File: config.mk
export PLATFORM = sky130hd
export DESIGN_NAME = alu_arbiter_flat
export DESIGN_NICKNAME = d
export VERILOG_FILES = /design/src/rtl/alu_pkg.sv /design/src/rtl/alu_arbiter_if.sv /design/src/rtl/rr_arb2.sv /design/src/rtl/alu_arbiter.sv /design/src/flat_wrapper.sv
export SDC_FILE = /design/constraint.sdc
export NUM_CORES = 1
export LEC_CHECK = 0
export ABC_AREA = 1
export CAP_MARGIN = 20
export CORE_MARGIN = 2
export CORE_UTILIZATION = 45
export CTS_CLUSTER_DIAMETER = 200
export DETAILED_ROUTE_END_ITERATION = 10
export DONT_BUFFER_PORTS = 1
export PLACE_DENSITY_LB_ADDON = 0.2
export RECOVER_POWER = 25
export SYNTH_ARGS = -nofsm -noshare
export SYNTH_HDL_FRONTEND = slang
export SYNTH_SLANG_ARGS = --single-unit
export TNS_END_PERCENT = 30
File: constraint.sdc
create_clock -name CLK -period 1.5 [get_ports CLK]
set_input_delay 0.3 -clock CLK [delete_from_list [all_inputs] [get_ports CLK]]
set_output_delay 0.3 -clock CLK [all_outputs]
set_load 0.01 [all_outputs]
File: src/rtl/alu_pkg.sv
// Shared types and constants for the two-port ALU arbiter.
// Struct widths fix the default operand/command widths used by alu_arbiter.
package alu_pkg;

  localparam int ALU_WIDTH = 8;
  localparam int ALU_CMD_W = 4;
  localparam int NUM_FLAGS = 6;

  // Bit positions inside rsp_flags = {g,l,e,err,cout,oflow}
  localparam int FLAG_G     = 5;
  localparam int FLAG_L     = 4;
  localparam int FLAG_E     = 3;
  localparam int FLAG_ERR   = 2;
  localparam int FLAG_COUT  = 1;
  localparam int FLAG_OFLOW = 0;

  typedef enum logic [1:0] {
    ST_IDLE  = 2'd0,
    ST_ISSUE = 2'd1,
    ST_WAIT  = 2'd2,
    ST_RESP  = 2'd3
  } arb_state_e;

  typedef struct packed {
    logic [ALU_WIDTH-1:0] opa;
    logic [ALU_WIDTH-1:0] opb;
    logic [ALU_CMD_W-1:0] cmd;
    logic                 mode;
    logic                 cin;
    logic [1:0]           inp_valid;
  } alu_req_t;

  function automatic logic [NUM_FLAGS-1:0] pack_flags(
    input logic g,
    input logic l,
    input logic e,
    input logic err,
    input logic cout,
    input logic oflow
  );
    logic [NUM_FLAGS-1:0] f;
    f = '0;
    f[FLAG_G]     = g;
    f[FLAG_L]     = l;
    f[FLAG_E]     = e;
    f[FLAG_ERR]   = err;
    f[FLAG_COUT]  = cout;
    f[FLAG_OFLOW] = oflow;
    return f;
  endfunction

endpackage

File: src/rtl/alu_arbiter_if.sv
// Request, ALU and response bundle for alu_arbiter.
// slave = arbiter side; master = requesters, ALU and response consumer.
interface alu_arbiter_if #(
  parameter int WIDTH = 8,
  parameter int CMD_W = 4
);

  logic [1:0]                  req_valid;
  logic [1:0]                  req_ready;
  logic [1:0][WIDTH-1:0]       req_opa;
  logic [1:0][WIDTH-1:0]       req_opb;
  logic [1:0][CMD_W-1:0]       req_cmd;
  logic [1:0]                  req_mode;
  logic [1:0]                  req_cin;
  logic [1:0][1:0]             req_inp_valid;

  logic [WIDTH-1:0]            alu_opa;
  logic [WIDTH-1:0]            alu_opb;
  logic [CMD_W-1:0]            alu_cmd;
  logic                        alu_mode;
  logic                        alu_cin;
  logic                        alu_ce;
  logic [1:0]                  alu_inp_valid;
  logic [2*WIDTH-1:0]          alu_res;
  logic                        alu_g;
  logic                        alu_l;
  logic                        alu_e;
  logic                        alu_err;
  logic                        alu_cout;
  logic                        alu_oflow;

  logic                        rsp_valid;
  logic                        rsp_ready;
  logic                        rsp_id;
  logic [2*WIDTH-1:0]          rsp_res;
  logic [5:0]                  rsp_flags;
  logic [15:0]                 err_cnt;

  modport slave (
    input  req_valid, req_opa, req_opb, req_cmd, req_mode, req_cin, req_inp_valid,
    output req_ready,
    output alu_opa, alu_opb, alu_cmd, alu_mode, alu_cin, alu_ce, alu_inp_valid,
    input  alu_res, alu_g, alu_l, alu_e, alu_err, alu_cout, alu_oflow,
    output rsp_valid, rsp_id, rsp_res, rsp_flags, err_cnt,
    input  rsp_ready
  );

  modport master (
    output req_valid, req_opa, req_opb, req_cmd, req_mode, req_cin, req_inp_valid,
    input  req_ready,
    input  alu_opa, alu_opb, alu_cmd, alu_mode, alu_cin, alu_ce, alu_inp_valid,
    output alu_res, alu_g, alu_l, alu_e, alu_err, alu_cout, alu_oflow,
    input  rsp_valid, rsp_id, rsp_res, rsp_flags, err_cnt,
    output rsp_ready
  );

endinterface

File: src/rtl/rr_arb2.sv
// Two-requester round-robin grant with a one-bit priority pointer.
// The pointer names the preferred requester; it moves past the winner on advance.
module rr_arb2 (
  input  logic       CLK,
  input  logic       RST,
  input  logic [1:0] req,
  input  logic       advance,
  output logic [1:0] grant
);

  logic ptr_reg;

  always_comb begin
    grant = 2'b00;
    if (req[ptr_reg]) begin
      grant[ptr_reg] = 1'b1;
    end else if (req[~ptr_reg]) begin
      grant[~ptr_reg] = 1'b1;
    end
  end

  always_ff @(posedge CLK) begin
    if (RST) begin
      ptr_reg <= 1'b0;
    end else if (advance) begin
      ptr_reg <= ~grant[1];
    end
  end

endmodule

File: src/rtl/alu_arbiter.sv
// Round-robin sequencer that shares one ALU between two requesters, one op in flight.
// Define ALU_ARB_ERRCNT_EN to build the saturating err_cnt; otherwise err_cnt is tied to 0.
module alu_arbiter
  import alu_pkg::*;
#(
  parameter int WIDTH   = ALU_WIDTH,
  parameter int CMD_W   = ALU_CMD_W,
  parameter int ALU_LAT = 2
) (
  input logic          CLK,
  input logic          RST,
  alu_arbiter_if.slave bus
);

  arb_state_e           state_reg;
  logic [2:0]           cnt_reg;
  logic                 id_reg;
  alu_req_t             alu_op_reg;
  logic                 alu_ce_reg;
  logic                 rsp_valid_reg;
  logic                 rsp_id_reg;
  logic [2*WIDTH-1:0]   rsp_res_reg;
  logic [NUM_FLAGS-1:0] rsp_flags_reg;

  logic [1:0]           grant;
  logic                 gid;
  logic                 accept;
  alu_req_t             req_vec [2];

  for (genvar gi = 0; gi < 2; gi++) begin : g_req
    assign req_vec[gi] = '{
      opa:       bus.req_opa[gi],
      opb:       bus.req_opb[gi],
      cmd:       bus.req_cmd[gi],
      mode:      bus.req_mode[gi],
      cin:       bus.req_cin[gi],
      inp_valid: bus.req_inp_valid[gi]
    };
  end

  rr_arb2 u_rr (
    .CLK     (CLK),
    .RST     (RST),
    .req     (bus.req_valid),
    .advance (accept),
    .grant   (grant)
  );

  assign gid           = grant[1];
  assign accept        = (state_reg == ST_IDLE) && !RST && (grant != 2'b00);
  assign bus.req_ready = ((state_reg == ST_IDLE) && !RST) ? grant : 2'b00;

  // ISSUE always hands over to WAIT; with ALU_LAT=1 the counter is already 0
  // there, so capture lands on edge accept+2 exactly as for a direct jump.
  always_ff @(posedge CLK) begin
    if (RST) begin
      state_reg     <= ST_IDLE;
      cnt_reg       <= '0;
      id_reg        <= 1'b0;
      alu_op_reg    <= '0;
      alu_ce_reg    <= 1'b0;
      rsp_valid_reg <= 1'b0;
      rsp_id_reg    <= 1'b0;
      rsp_res_reg   <= '0;
      rsp_flags_reg <= '0;
    end else begin
      case (state_reg)
        ST_IDLE: begin
          if (accept) begin
            alu_op_reg <= req_vec[gid];
            alu_ce_reg <= 1'b1;
            id_reg     <= gid;
            state_reg  <= ST_ISSUE;
          end
        end
        ST_ISSUE: begin
          cnt_reg   <= 3'(ALU_LAT - 1);
          state_reg <= ST_WAIT;
        end
        ST_WAIT: begin
          if (cnt_reg == 3'd0) begin
            rsp_res_reg   <= bus.alu_res;
            rsp_flags_reg <= pack_flags(bus.alu_g, bus.alu_l, bus.alu_e,
                                        bus.alu_err, bus.alu_cout, bus.alu_oflow);
            rsp_id_reg    <= id_reg;
            rsp_valid_reg <= 1'b1;
            alu_ce_reg    <= 1'b0;
            alu_op_reg    <= '0;
            state_reg     <= ST_RESP;
          end else begin
            cnt_reg <= cnt_reg - 3'd1;
          end
        end
        ST_RESP: begin
          if (bus.rsp_ready) begin
            rsp_valid_reg <= 1'b0;
            state_reg     <= ST_IDLE;
          end
        end
        default: state_reg <= ST_IDLE;
      endcase
    end
  end

  assign bus.alu_opa       = alu_op_reg.opa;
  assign bus.alu_opb       = alu_op_reg.opb;
  assign bus.alu_cmd       = alu_op_reg.cmd;
  assign bus.alu_mode      = alu_op_reg.mode;
  assign bus.alu_cin       = alu_op_reg.cin;
  assign bus.alu_inp_valid = alu_op_reg.inp_valid;
  assign bus.alu_ce        = alu_ce_reg;

  assign bus.rsp_valid = rsp_valid_reg;
  assign bus.rsp_id    = rsp_id_reg;
  assign bus.rsp_res   = rsp_res_reg;
  assign bus.rsp_flags = rsp_flags_reg;

`ifdef ALU_ARB_ERRCNT_EN
  logic [15:0] err_cnt_reg;
  logic        capture;

  assign capture = (state_reg == ST_WAIT) && (cnt_reg == 3'd0);

  always_ff @(posedge CLK) begin
    if (RST) begin
      err_cnt_reg <= '0;
    end else if (capture && bus.alu_err && (err_cnt_reg != 16'hFFFF)) begin
      err_cnt_reg <= err_cnt_reg + 16'd1;
    end
  end

  assign bus.err_cnt = err_cnt_reg;
`else
  assign bus.err_cnt = '0;
`endif

endmodule

File: src/flat_wrapper.sv
// flat-port wrapper written by rule: the top's interface ports become plain ports
module alu_arbiter_flat import alu_pkg::*;
#(
  parameter int WIDTH   = ALU_WIDTH,
  parameter int CMD_W   = ALU_CMD_W,
  parameter int ALU_LAT = 2
)
  (CLK, RST, bus_req_valid, bus_req_opa, bus_req_opb, bus_req_cmd, bus_req_mode, bus_req_cin, bus_req_inp_valid, bus_req_ready, bus_alu_opa, bus_alu_opb, bus_alu_cmd, bus_alu_mode, bus_alu_cin, bus_alu_ce, bus_alu_inp_valid, bus_alu_res, bus_alu_g, bus_alu_l, bus_alu_e, bus_alu_err, bus_alu_cout, bus_alu_oflow, bus_rsp_valid, bus_rsp_id, bus_rsp_res, bus_rsp_flags, bus_err_cnt, bus_rsp_ready);
  alu_arbiter_if #(.WIDTH(WIDTH), .CMD_W(CMD_W)) bus_i ();
  input logic CLK;
  input logic RST;
  input wire logic [$bits(bus_i.req_valid)-1:0] bus_req_valid;
  input wire logic [$bits(bus_i.req_opa)-1:0] bus_req_opa;
  input wire logic [$bits(bus_i.req_opb)-1:0] bus_req_opb;
  input wire logic [$bits(bus_i.req_cmd)-1:0] bus_req_cmd;
  input wire logic [$bits(bus_i.req_mode)-1:0] bus_req_mode;
  input wire logic [$bits(bus_i.req_cin)-1:0] bus_req_cin;
  input wire logic [$bits(bus_i.req_inp_valid)-1:0] bus_req_inp_valid;
  output wire logic [$bits(bus_i.req_ready)-1:0] bus_req_ready;
  output wire logic [$bits(bus_i.alu_opa)-1:0] bus_alu_opa;
  output wire logic [$bits(bus_i.alu_opb)-1:0] bus_alu_opb;
  output wire logic [$bits(bus_i.alu_cmd)-1:0] bus_alu_cmd;
  output wire logic [$bits(bus_i.alu_mode)-1:0] bus_alu_mode;
  output wire logic [$bits(bus_i.alu_cin)-1:0] bus_alu_cin;
  output wire logic [$bits(bus_i.alu_ce)-1:0] bus_alu_ce;
  output wire logic [$bits(bus_i.alu_inp_valid)-1:0] bus_alu_inp_valid;
  input wire logic [$bits(bus_i.alu_res)-1:0] bus_alu_res;
  input wire logic [$bits(bus_i.alu_g)-1:0] bus_alu_g;
  input wire logic [$bits(bus_i.alu_l)-1:0] bus_alu_l;
  input wire logic [$bits(bus_i.alu_e)-1:0] bus_alu_e;
  input wire logic [$bits(bus_i.alu_err)-1:0] bus_alu_err;
  input wire logic [$bits(bus_i.alu_cout)-1:0] bus_alu_cout;
  input wire logic [$bits(bus_i.alu_oflow)-1:0] bus_alu_oflow;
  output wire logic [$bits(bus_i.rsp_valid)-1:0] bus_rsp_valid;
  output wire logic [$bits(bus_i.rsp_id)-1:0] bus_rsp_id;
  output wire logic [$bits(bus_i.rsp_res)-1:0] bus_rsp_res;
  output wire logic [$bits(bus_i.rsp_flags)-1:0] bus_rsp_flags;
  output wire logic [$bits(bus_i.err_cnt)-1:0] bus_err_cnt;
  input wire logic [$bits(bus_i.rsp_ready)-1:0] bus_rsp_ready;
  assign bus_i.req_valid = bus_req_valid;
  assign bus_i.req_opa = bus_req_opa;
  assign bus_i.req_opb = bus_req_opb;
  assign bus_i.req_cmd = bus_req_cmd;
  assign bus_i.req_mode = bus_req_mode;
  assign bus_i.req_cin = bus_req_cin;
  assign bus_i.req_inp_valid = bus_req_inp_valid;
  assign bus_req_ready = bus_i.req_ready;
  assign bus_alu_opa = bus_i.alu_opa;
  assign bus_alu_opb = bus_i.alu_opb;
  assign bus_alu_cmd = bus_i.alu_cmd;
  assign bus_alu_mode = bus_i.alu_mode;
  assign bus_alu_cin = bus_i.alu_cin;
  assign bus_alu_ce = bus_i.alu_ce;
  assign bus_alu_inp_valid = bus_i.alu_inp_valid;
  assign bus_i.alu_res = bus_alu_res;
  assign bus_i.alu_g = bus_alu_g;
  assign bus_i.alu_l = bus_alu_l;
  assign bus_i.alu_e = bus_alu_e;
  assign bus_i.alu_err = bus_alu_err;
  assign bus_i.alu_cout = bus_alu_cout;
  assign bus_i.alu_oflow = bus_alu_oflow;
  assign bus_rsp_valid = bus_i.rsp_valid;
  assign bus_rsp_id = bus_i.rsp_id;
  assign bus_rsp_res = bus_i.rsp_res;
  assign bus_rsp_flags = bus_i.rsp_flags;
  assign bus_err_cnt = bus_i.err_cnt;
  assign bus_i.rsp_ready = bus_rsp_ready;
  alu_arbiter #(.WIDTH(WIDTH), .CMD_W(CMD_W), .ALU_LAT(ALU_LAT)) u_core (.CLK(CLK), .RST(RST), .bus(bus_i));
endmodule
# Yosys cells after proc, flatten, opt, wreduce, memory -nomap -nowiden
# Index checks and enable logic that the tools add are counted.
[word_totals] regBits=56 elab_cells=77
[op_classes] add_sub_neg=1 magnitude_cmp=5 n_eq_ne=7 muxes=29 n_bitwise=3 n_reduce_logical=17
[op_table] operator="24-bit 2-to-1 mux" n=5
[op_table] operator="24-bit one-hot mux with 2 select lines" n=1
[op_table] operator="2-bit 2-to-1 mux" n=6
[op_table] operator="1-bit 2-to-1 mux" n=10
[op_table] operator="3-bit AND reduction" n=3
[op_table] operator="2-bit one-hot mux with 4 select lines" n=1
[op_table] operator="2-bit nonzero test" n=4
[op_table] operator="3-bit one-hot mux with 2 select lines" n=1
[op_table] operator="2-bit AND reduction" n=3
[op_table] operator="2-bit == test, second input constant" n=2
[op_table] operator="1-bit logical AND" n=4
[op_table] operator="1-bit by 2-bit less-than comparator with 1-bit output, second input constant" n=2
[op_table] operator="2-bit by 1-bit != test with 1-bit output, second input constant" n=2
[op_table] operator="2-bit != test, second input constant" n=2
[op_table] operator="1-bit one-hot mux with 2 select lines" n=2
[op_table] operator="3-bit zero test" n=1
[op_table] operator="3-bit 2-to-1 mux" n=1
[op_table] operator="3-bit by 1-bit subtractor with 3-bit output, second input constant" n=1
[op_table] operator="1-bit demux with 1-bit select" n=2
[op_table] operator="2-bit by 1-bit == test with 1-bit output, second input constant" n=1
[op_table] operator="1-bit >= comparator, second input constant" n=2
[op_table] operator="2-bit >= comparator, second input constant" n=1
[op_table] operator="2-bit zero test" n=1
[op_table] operator="1-bit NOT" n=2
[op_table] operator="other kinds (2)" n=2

# Depth between registers and ports, before layout
# Gate-level depths: netlist (run 1).
[depth] ltp_word=13 depth_mapped=10 mapped_depth_nobuf=10

# By module
# From an unflattened synthesis (run 1), not the netlist that was laid out.
[hier_totals] hier_cells=453 area_unflattened_um2=2936.6
[modules_own_cells] mod="alu_arbiter" instances=1 cells_per_inst=443 area_each_um2=2874.0 seq_area_each_um2=1101.1
[modules_own_cells] mod="rr_arb2" instances=1 cells_per_inst=10 area_each_um2=62.6 seq_area_each_um2=20.0

# Worst setup path after synthesis (run 1)
# No wires, ideal clock.
[synth_timing] path_kind="register to register" start="register u_core.state_reg[0]" end="register u_core.alu_op_reg (netlist bit u_core.bus.alu_cmd[0])" arrival_time_ns=1.411 required_ns=1.430 setup_slack_ns=0.019 path_stages_with_launch=10 n_path_buf=2 path_cell_list="dfxtp_1 inv_1 ha_1 buf_2 nand2_1 nand2_2 nand2_4 buf_2 nand2_1 a21oi_1"
[synth_via] elab_chain_len=5 elab_cells_between_ends=9 classes_between="eq/ne: 3; mux: 1; reduce/logical: 5"
[synth_lines] element="start: declaration" line_no="alu_arbiter.sv:15" source="arb_state_e state_reg;"
[synth_lines] element="start signal: assignment" line_no="alu_arbiter.sv:57" source="state_reg <= ST_IDLE;"
[synth_lines] element="start signal: assignment" line_no="alu_arbiter.sv:73" source="state_reg <= ST_ISSUE;"
[synth_lines] element="start signal: assignment" line_no="alu_arbiter.sv:78" source="state_reg <= ST_WAIT;"
[synth_lines] element="2-bit zero test" line_no="alu_arbiter.sv:50, alu_arbiter.sv:67"
[synth_lines] element="1-bit logical AND (2 in a row)" line_no="alu_arbiter.sv:50" source="assign accept = (state_reg == ST_IDLE) && !RST && (grant != 2'b00);"
[synth_lines] element="2-bit by 1-bit != test with 1-bit output (no line)"
[synth_lines] element="3-bit AND reduction (no line)"
[synth_lines] element="end signal: assignment" line_no="alu_arbiter.sv:70" source="alu_op_reg <= req_vec[gid];"
[synth_lines] element="end: declaration" line_no="alu_arbiter.sv:18" source="alu_req_t alu_op_reg;"
# Parallel ways exist; a longest one is shown, timed or not.
# A chain may end at the register's enable or synchronous reset.

# Final worst setup path (run 1)
[layout_timing] start="register u_core.state_reg[0]" end="output port bus_req_ready[0]"
[layout_via] elab_chain_len=3
[layout_lines] element="2-bit zero test" line_no="alu_arbiter.sv:51" source="assign bus.req_ready = ((state_reg == ST_IDLE) && !RST) ? grant : 2'b00;"
[layout_lines] element="1-bit logical AND" line_no="alu_arbiter.sv:51"
[layout_lines] element="2-bit 2-to-1 mux" line_no="alu_arbiter.sv:51"
[layout_lines] element="end: declaration" line_no="flat_wrapper.sv:19" source="output wire logic [$bits(bus_i.req_ready)-1:0] bus_req_ready;"
# Every way passes these cells.

==> flow_metrics.env, run 1 <==
export IMPL_cellInternalPower_mw=3.34
export IMPL_synthArstFlopShare_pct=0
export IMPL_worstPathArrival_ps=1240
export IMPL_criticalPathCategory="register to output pin"
export IMPL_synth_main_ff_cell="dfxtp_1"
export IMPL_ys_ff_latch=56
export IMPL_crit_chain="inv_4 > ha_4 > inv_4 > nor3_4 > buf_6"
export IMPL_fp_dieW_um=81.3
export IMPL_worstSetupEndpointType="output pin"
export IMPL_die_area_mm2=0.00661
export IMPL_synth_edf_count=0
export IMPL_vias=2380
export IMPL_grt_pass1_wl_mm=9.34
export IMPL_critPathBufInv=3
export IMPL_grt_max_degree=33
export IMPL_yosys_warnings=0
export IMPL_cts_tree="yes"
export IMPL_port_buffer_count=0
export IMPL_largest_reg_flops=16
export IMPL_holdWs_ps=54.7
export IMPL_cts_made_buffers=5
export IMPL_leakagePower_nw=1.28
export IMPL_synth_top_family_by_area="simple AND/OR/NAND/NOR gates"
export IMPL_cts_buffer_depth=2
export IMPL_drc=0
export IMPL_power_density_mw_per_mm2=1920
export IMPL_ir_worst_vdd_uv=1010
export IMPL_design_area_mm2=0.00304
export IMPL_h_tree_depth=2
export IMPL_hold_path_class="input pin to register"
export IMPL_period_needed_ps=1540
export IMPL_violations="setup timing"
export IMPL_first_pass_iters=4
export IMPL_rsz0062_at_grt="yes"
export IMPL_drtIter0Drc=67
export IMPL_antenna_found_initial=0
export IMPL_area_growth_pct=12.9
export IMPL_track_usage_pct=18.1
export IMPL_nNetsFinal=469
export IMPL_clock_latency_ps=310
export IMPL_dp_cells=448
export IMPL_diodes=0
export IMPL_clockRootBuffer="clkbuf_8"
export IMPL_skew_ps=7.91
export IMPL_crit_top_cell="inv_4"
export IMPL_muxShareOfSynthArea_pct=0
export IMPL_hold_viol_final=0
export IMPL_cp_top_family="flip-flops"
export IMPL_globalRoute_totalOverflow=0
export IMPL_status="finished, violations left"
export IMPL_synthCells=380
export IMPL_seq_area_frac_synth_pct=41.7
export IMPL_gp_congestion=0.748
export IMPL_timing_fmax_mhz=647
export IMPL_drive_gt1_share_pct=17.3
export IMPL_syn_area_per_cell_um2=7.08
export IMPL_finalCritPeriodShare_pct=103
export IMPL_synth_cell_types=27
export IMPL_initial_core_util_pct=46.0
export IMPL_synth_fa_ha_area_share_pct=2.79
export IMPL_n_fill_cell=570
export IMPL_std_cell_rows=28
export IMPL_first_global_vias=2091
export IMPL_syn_cell_area_mm2=0.00269
export IMPL_crit_fanout=3
export IMPL_p_seq_share_pct=41.4
export IMPL_synth_xor_area_share_pct=0
export IMPL_drtAntennaViolNets=0
export IMPL_die_h_um=81.3
export IMPL_final_cells=463
export IMPL_p_sw_share_pct=42.7
export IMPL_slew_violations=0
export IMPL_num_io_pins=142
export IMPL_seqCellArea_mm2=0.00112
export IMPL_comb_power_share_pct=45.2
export IMPL_synth_compound_area_share_pct=16.2
export IMPL_crit_path_start_kind="register"
export IMPL_multi_input_area_mm2=0.00146
export IMPL_finalWorstSetupSlack_ps=-44.9
export IMPL_post_dp_cell_area_mm2=0.00275
export IMPL_slowest_delay_ps=350
export IMPL_coreArea_mm2=0.00585
export IMPL_viasPerCell=5.14
export IMPL_netSwitchingPower_mw=2.49
export IMPL_setup_viol=2
export IMPL_total_power_mw=5.82
export IMPL_routedWlPerCell_um=13.7
export IMPL_maxCapViolations=0
export IMPL_cts_sinks=56
export IMPL_dp_hpwl_mm=4.24
export IMPL_critPathSlowestCell="dfxtp_2"
export IMPL_wl_mm=6.36
export IMPL_cp_required_ps=1200
export IMPL_clkTransAtPathRegs_ps=90
export IMPL_clkPwrFrac_pct=13.5
export IMPL_synth_simple_area_share_pct=28.1
## stage by stage
step	util [%]	setup WS, ps	TNS [ps]
floorplan	-	18.9	0
global placement	47.0	25.5	0
detailed placement	47.0	-16.8	-55.9
CTS	49.4	-20.2	-32.8
global route	51.9	-92.3	-509
finish	51.9	-44.9	-70.1
## synth_stat cells (all sizes together), types with 6 or more instances
cell    instances  share of area [%]
buf            29                7.5
o21ai          26                5.0
inv            16                2.2
dfxtp          56                 42
ha              6                2.8
nand3          27                5.2
nand2          93                 14
a21oi          54                 10
clkbuf          9                1.3
nor2           54                7.5
## path summary, 6_finish.rpt
| path | startpoint | to | slack, ps | cells after the start |
|---|---|---|---|---|
| setup / recovery | u_core.state_reg[0]$_SDFFE_PP0P_ | bus_req_ready[0] | -40 | 5 |
| hold / removal | RST | u_core.bus.alu_opb[4]$_SDFFE_PP0P_ | 50 | 1 |
| setup reg to reg | u_core.state_reg[1]$_SDFFE_PP0P_ | u_core.cnt_reg[1]$_SDFFE_PP0P_ | 80 | 7 |
| hold reg to reg | u_core.cnt_reg[1]$_SDFFE_PP0P_ | u_core.cnt_reg[1]$_SDFFE_PP0P_ | 460 | 2 |
## area by class of cell
type                            count  area share [%]
Tap cell                           75            3.09
Clock inverter                      1           0.165
Clock buffer                        6            2.39
Timing Repair Buffer               23            7.25
Inverter                           16            2.14
Sequential cell                    56            37.0
Multi-Input combinational cell    286            48.0
## cells in the final DEF, fill, tap and decap left out, drive strengths merged
master	Yosys	routed
conb	1	16
ha	6	6
clkbuf	9	6
nor2	54	54
a21oi	54	54
inv	16	16
clkinv	0	1
a31oi	1	1
nand2	93	94
buf	29	23
dfxtp	56	56
nand4	2	2
o21ai	26	26
nand3	27	27
or2	2	2
a211oi	1	1
nor3	2	2
o21a	1	1
## layer usage
layer  global-route usage (%)  part of all wire [%]  wire length (um)  vias up
met5                        0                     0                 0        -
met4                     5.76                   1.2                74        0
met3                     6.11                   9.8               621        7
met2                     32.0                    46              2930      105
met1                     20.2                    43              2730     1052
li1                         -                     -                 -     1216
## power groups by stage
stage	clock network (mW)	logic (mW)	registers (mW)
after CTS	0.822	2.31	2.40
after global routing	0.862	2.96	2.46
after global placement	0	2.10	2.42
after floorplan	0	1.70	2.34
final	0.785	2.63	2.41
after detailed placement	0	2.16	2.42
## repair_timing
action	in CTS	in global routing
endpoints found under the setup margin	31	56
cloned	0	1
gates resized for setup	12	29
setup buffers	4	3
pin swaps	2	6
hold buffers	0	0
## logic make-up (layout without fill, tap and decap cells)
group / after synthesis / after routing
AND/OR/NAND/NOR: 180 / 181
AO/OA/AOI/OAI: 83 / 83
flip-flops: 56 / 56
buffers and inverters: 54 / 46
adder cells (fa/ha/maj): 6 / 6
other: 1 / 16
(Power assumes the default switching activity.)
==> run 2: changes to the inputs <==
--- a/config.mk
+++ b/config.mk
@@ -12,8 +12,9 @@
 export CTS_CLUSTER_DIAMETER = 200
 export DETAILED_ROUTE_END_ITERATION = 10
 export DONT_BUFFER_PORTS = 1
-export PLACE_DENSITY_LB_ADDON = 0.2
+export PLACE_DENSITY = 0.69
 export RECOVER_POWER = 25
+export REMOVE_ABC_BUFFERS = 1
 export SYNTH_ARGS = -nofsm -noshare
 export SYNTH_HDL_FRONTEND = slang
 export SYNTH_SLANG_ARGS = --single-unit
==> flow_metrics.env, run 2 (same netlist as run 1, synthesis figures left out) <==
export IMPL_hold_buffers=0
export IMPL_clockRootBuffer="clkbuf_8"
export IMPL_rsz0062_at_grt="yes"
export IMPL_diodes=0
export IMPL_crit_fanout=3
export IMPL_first_pass_iters=7
export IMPL_crit_path_start_kind="register"
export IMPL_drive_gt1_share_pct=21.4
export IMPL_place_ws_ps=-6.22
export IMPL_clkTransAtPathRegs_ps=90
export IMPL_ir_worst_vdd_uv=1050
export IMPL_die_h_um=81.3
export IMPL_viasPerCell=5.24
export IMPL_std_cell_rows=28
export IMPL_skew_ps=7.17
export IMPL_final_cell_mix="83 x nand2_1, 54 x dfxtp_1, 50 x nor2_1, 41 x a21oi_1, 25 x nand3_1"
export IMPL_power_density_mw_per_mm2=2010
export IMPL_post_dp_cell_area_mm2=0.00276
export IMPL_first_global_vias=2230
export IMPL_cts_tree="yes"
export IMPL_finalWorstSetupSlack_ps=-88.9
export IMPL_port_buffer_count=0
export IMPL_largest_reg_flops=16
export IMPL_violations="setup timing"
export IMPL_worstSetupEndpointType="output pin"
export IMPL_globalRoute_totalOverflow=0
export IMPL_drtAntennaViolNets=0
export IMPL_status="finished, violations left"
export IMPL_cp_required_ps=1200
export IMPL_wl_met1_mm=2.75
export IMPL_gp_congestion=0.789
export IMPL_wl_mm=6.90
export IMPL_fp_dieW_um=81.3
export IMPL_cts_sinks=56
export IMPL_wl_met3_um=796
export IMPL_area_growth_pct=18.4
export IMPL_clock_latency_ps=310
export IMPL_antenna_found_initial=0
export IMPL_routedWlPerCell_um=14.6
export IMPL_top_layer_used="met4"
export IMPL_setup_viol=7
export IMPL_hold_viol_final=0
export IMPL_vias=2474
export IMPL_drc=0
export IMPL_criticalPathCategory="register to output pin"
export IMPL_design_area_mm2=0.00318
export IMPL_die_area_mm2=0.00661
export IMPL_fin_setup_tns_ps=-178
export IMPL_fin_util_pct=54.4
export IMPL_mostFrequentLayoutCell="nand2_1"
export IMPL_grt_pass1_wl_mm=9.97
export IMPL_dp_hpwl_mm=4.43
export IMPL_initial_core_util_pct=46.0
export IMPL_cts_buffer_depth=2
export IMPL_wl_met2_mm=3.30
export IMPL_cts_made_buffers=5
export IMPL_h_tree_depth=2
export IMPL_leakagePower_nw=1.35
export IMPL_grt_max_degree=33
export IMPL_timing_fmax_mhz=629
export IMPL_finalCritPeriodShare_pct=106
export IMPL_worstPathArrival_ps=1290
export IMPL_maxCapViolations=0
export IMPL_slew_violations=0
export IMPL_coreArea_mm2=0.00585
export IMPL_hold_path_class="input pin to register"
export IMPL_track_usage_pct=19.7
export IMPL_period_needed_ps=1590
export IMPL_drtIter0Drc=80
export IMPL_nNetsFinal=477
export IMPL_num_io_pins=142
==> run 2: metrics by stage <==
step | power (mW) | cells | hold WS [ps]
detailed placement | 4.62 | 450 | 376
global route | 6.89 | 472 | 22.3
floorplan | 3.83 | 357 | 369
CTS | 6.19 | 466 | 36.2
global placement | 4.56 | 450 | 374
finish | 6.40 | 472 | 47.1
==> run 2: metal layers <==
metal | vias up | track usage (%)
met5 | - | 0
met4 | 0 | 6.10
met3 | 5 | 7.00
met2 | 127 | 34.0
met1 | 1109 | 22.7
li1 | 1233 | -
==> run 2: path summary, 6_finish.rpt <==
path / from / to / slack (ps) / cells after the start
setup / recovery: u_core.state_reg[1]$_SDFFE_PP0P_ / bus_req_ready[0] / -90 / 6
hold / removal: RST / u_core.bus.alu_opa[2]$_SDFFE_PP0P_ / 50 / 1
setup reg to reg: u_core.state_reg[0]$_SDFFE_PP0P_ / u_core.bus.alu_mode$_SDFFE_PP0P_ / -20 / 10
hold reg to reg: u_core.cnt_reg[1]$_SDFFE_PP0P_ / u_core.cnt_reg[1]$_SDFFE_PP0P_ / 470 / 2
==> run 2: area by class of cell <==
cell class | count | area [um2]
Clock buffer | 5 | 68.8
Clock inverter | 3 | 42.5
Fill cell | 561 | 2670
Inverter | 16 | 67.6
Multi-Input combinational cell | 286 | 1480
Sequential cell | 56 | 1120
Tap cell | 75 | 93.8
Timing Repair Buffer | 31 | 308
==> run 2: what timing repair did <==
| item | 4_1_cts | 5_1_grt |
|---|---|---|
| pin swaps | 3 | 7 |
| cloned | 3 | 0 |
| endpoints found under the setup margin | 24 | 52 |
| resized for setup | 18 | 34 |
| buffers inserted | 5 | 7 |
==> run 2: report_power, final <==
part,total [mW],internal [mW],switching [mW]
registers,2.40,1.93,0.471
logic,3.01,1.30,1.71
clock network,0.983,0.495,0.489
total,6.40,3.73,2.67
==> run 2: worst max-delay path: stages, from the launching register on <==
cell and delay, ps:
dfxtp_2 340, inv_2 70, ha_4 140, inv_4 40
buf_6 100, nor3_2 130, buf_4 150
==> run 3: changes to the inputs <==
--- a/config.mk
+++ b/config.mk
@@ -5,10 +5,10 @@
 export SDC_FILE = /design/constraint.sdc
 export NUM_CORES = 1
 export LEC_CHECK = 0
-export ABC_AREA = 1
 export CAP_MARGIN = 20
 export CORE_MARGIN = 2
 export CORE_UTILIZATION = 45
+export CTS_BUF_LIST = sky130_fd_sc_hd__clkbuf_2 sky130_fd_sc_hd__clkbuf_4 sky130_fd_sc_hd__clkbuf_8
 export CTS_CLUSTER_DIAMETER = 200
 export DETAILED_ROUTE_END_ITERATION = 10
 export DONT_BUFFER_PORTS = 1
==> flow_metrics.env, run 3 <==
export IMPL_status="finished, violations left"
export IMPL_violations="setup timing"
export IMPL_coreArea_mm2=0.00554
export IMPL_crit_fanout=6
export IMPL_seqCellArea_mm2=0.00113
export IMPL_clockRootBuffer="clkbuf_8"
export IMPL_std_cell_rows=27
export IMPL_finalWorstSetupSlack_ps=-77.8
export IMPL_viasPerCell=5.28
export IMPL_clock_latency_ps=300
export IMPL_synth_area_leaders="dfxtp_1 43%, o2bb2ai_2 11%, mux2i_1 10%"
export IMPL_ys_ff_latch=56
export IMPL_fin_setup_tns_ps=-1500
export IMPL_power_density_mw_per_mm2=1950
export IMPL_final_cell_mix="52 x dfxtp_1, 47 x nand2_1, 27 x a21oi_1, 26 x mux2i_1, 22 x o2bb2ai_2"
export IMPL_setup_viol=37
export IMPL_crit_path_start_kind="register"
export IMPL_gp_congestion=0.764
export IMPL_grt_pass1_wl_mm=7.94
export IMPL_yosys_warnings=0
export IMPL_dp_hpwl_mm=3.91
export IMPL_routedWlPerCell_um=16.3
export IMPL_diodes=0
export IMPL_drc=0
export IMPL_worstPathArrival_ps=1820
export IMPL_hold_path_class="input pin to register"
export IMPL_syn_cell_area_mm2=0.00261
export IMPL_ir_worst_vdd_uv=841
export IMPL_leakagePower_nw=1.25
export IMPL_yosys_area_top_type="dfxtp_1"
export IMPL_first_pass_iters=4
export IMPL_antenna_found_initial=0
export IMPL_num_io_pins=142
export IMPL_skew_ps=3.49
export IMPL_rsz0062_at_grt="yes"
export IMPL_synth_edf_count=0
export IMPL_largest_reg_flops=16
export IMPL_period_needed_ps=1580
export IMPL_n_fill_cell=484
export IMPL_cts_buffer_depth=2
export IMPL_synth_cell_types=32
export IMPL_timing_fmax_mhz=634
export IMPL_netlist_top_cells_count="56 x dfxtp_1, 48 x nand2_1, 29 x a21oi_1, 26 x mux2i_1"
export IMPL_seq_area_frac_synth_pct=43.0
export IMPL_multi_input_area_mm2=0.00138
export IMPL_first_global_vias=1599
export IMPL_vias=1870
export IMPL_grt_max_degree=36
export IMPL_initial_core_util_pct=47.1
export IMPL_cts_tree="yes"
export IMPL_netlist_area_leader_share_pct=43.0
export IMPL_track_usage_pct=15.8
export IMPL_nNetsFinal=362
export IMPL_drtIter0Drc=106
export IMPL_drtAntennaViolNets=0
export IMPL_criticalPathCategory="register to register"
export IMPL_synthArstFlopShare_pct=0
export IMPL_worstSetupEndpointType="register"
export IMPL_die_area_mm2=0.00642
export IMPL_globalRoute_totalOverflow=0
export IMPL_slew_violations=0
export IMPL_yosysMostFrequentCell="dfxtp_1"
export IMPL_hold_viol_final=0
export IMPL_fp_dieW_um=80.1
export IMPL_cp_required_ps=1740
export IMPL_h_tree_depth=2
export IMPL_synthCells=263
export IMPL_total_power_mw=5.99
export IMPL_syn_area_per_cell_um2=9.92
export IMPL_drive_gt1_share_pct=29.1
export IMPL_maxCapViolations=0
export IMPL_wl_mm=5.76
export IMPL_finalCritPeriodShare_pct=105
export IMPL_area_growth_pct=18.0
export IMPL_port_buffer_count=0
export IMPL_clkTransAtPathRegs_ps=90
export IMPL_mostFrequentLayoutCell="dfxtp_1"
export IMPL_cts_made_buffers=5
export IMPL_die_h_um=80.1
export IMPL_cts_sinks=56
export IMPL_synth_main_ff_cell="dfxtp_1"
## run 3: cell types whose count changed in the layout (fill, tap and decap cells not counted), sizes merged, moves of 6 or more
cell | before | now
o21ai | 26 | 3
inv | 16 | 10
nand2 | 94 | 48
nor2 | 54 | 10
mux2i | 0 | 26
o2bb2ai | 0 | 24
nand3 | 27 | 0
a21oi | 54 | 30
## run 3: worst max-delay path, stage by stage, from the launching register on
cell and delay (ps):
dfxtp_4 390, inv_4 50, ha_4 160, buf_6 130
nor2_4 140, a21oi_4 50, a21oi_4 280, clkbuf_16 220
o2bb2ai_1 100
## run 3: logic make-up (layout without fill, tap and decap cells)
group | Yosys count | after routing | synth area share, %
adder cells (fa/ha/maj) | 6 | 6 | 2.88
AO/OA/AOI/OAI | 68 | 68 | 23.4
other | 1 | 16 | 0.144
multiplexers | 26 | 26 | 9.98
flip-flops | 56 | 56 | 43.0
buffers and inverters | 43 | 47 | 10.8
AND/OR/NAND/NOR | 63 | 63 | 9.88
## run 3: final timing paths
path | slack (ps) | end | from | cells after the start
setup / recovery | -80 | u_core.bus.alu_opb[7]$_SDFFE_PP0P_ | u_core.state_reg[1]$_SDFFE_PP0P_ | 8
hold / removal | 50 | u_core.cnt_reg[1]$_SDFFE_PP0P_ | RST | 1
setup reg to reg | -80 | u_core.bus.alu_opb[7]$_SDFFE_PP0P_ | u_core.state_reg[1]$_SDFFE_PP0P_ | 8
hold reg to reg | 470 | u_core.bus.rsp_id$_SDFFE_PP0P_ | u_core.id_reg$_SDFFE_PP0P_ | 2
## run 3: per-layer routing
layer	routed length [um]	vias to the layer above	share of wire (%)	GRT usage, %
met5	0	-	0	0
met4	100	0	1.7	7.29
li1	-	917	-	-
met3	389	8	6.7	4.72
met2	2970	66	51	25.9
met1	2310	879	40	19.0
## run 3: layout make-up
type,count,area share (%)
multi-input cells,179,44.7
flip-flops and latches,56,36.7
repair buffers,29,10.2
clock buffers,7,3.13
well taps,72,2.93
inverters,10,1.38
clock inverters,1,0.976
## run 3: timing repair
| action | in CTS | in global routing |
|---|---|---|
| pin swaps | 4 | 5 |
| cloned | 1 | 7 |
| setup buffers | 1 | 4 |
| endpoints found under the setup margin | 49 | 52 |
| hold buffers | 0 | 0 |
| resized for setup | 14 | 22 |
## run 3: power breakdown
group          switching (mW)  total [mW]  internal, mW  leakage [nW]
logic                    1.20        2.46          1.26         0.721
clock network           0.463        1.05         0.589        0.0645
registers               0.545        2.48          1.93         0.460
total                    2.21        5.99          3.78          1.25
## run 3: through the flow
step | utilization (%) | hold slack (ps) | std cells | setup slack, ps | cell area [um2]
global placement | 48.5 | 372 | 334 | -9.71 | 2690
detailed placement | 48.5 | 373 | 334 | -80.7 | 2690
global route | 55.6 | 33.5 | 354 | -140 | 3080
CTS | 51.7 | 42.4 | 344 | -58.6 | 2870
floorplan | - | 369 | 245 | -2090 | 2420
finish | 55.6 | 53.0 | 354 | -77.8 | 3080
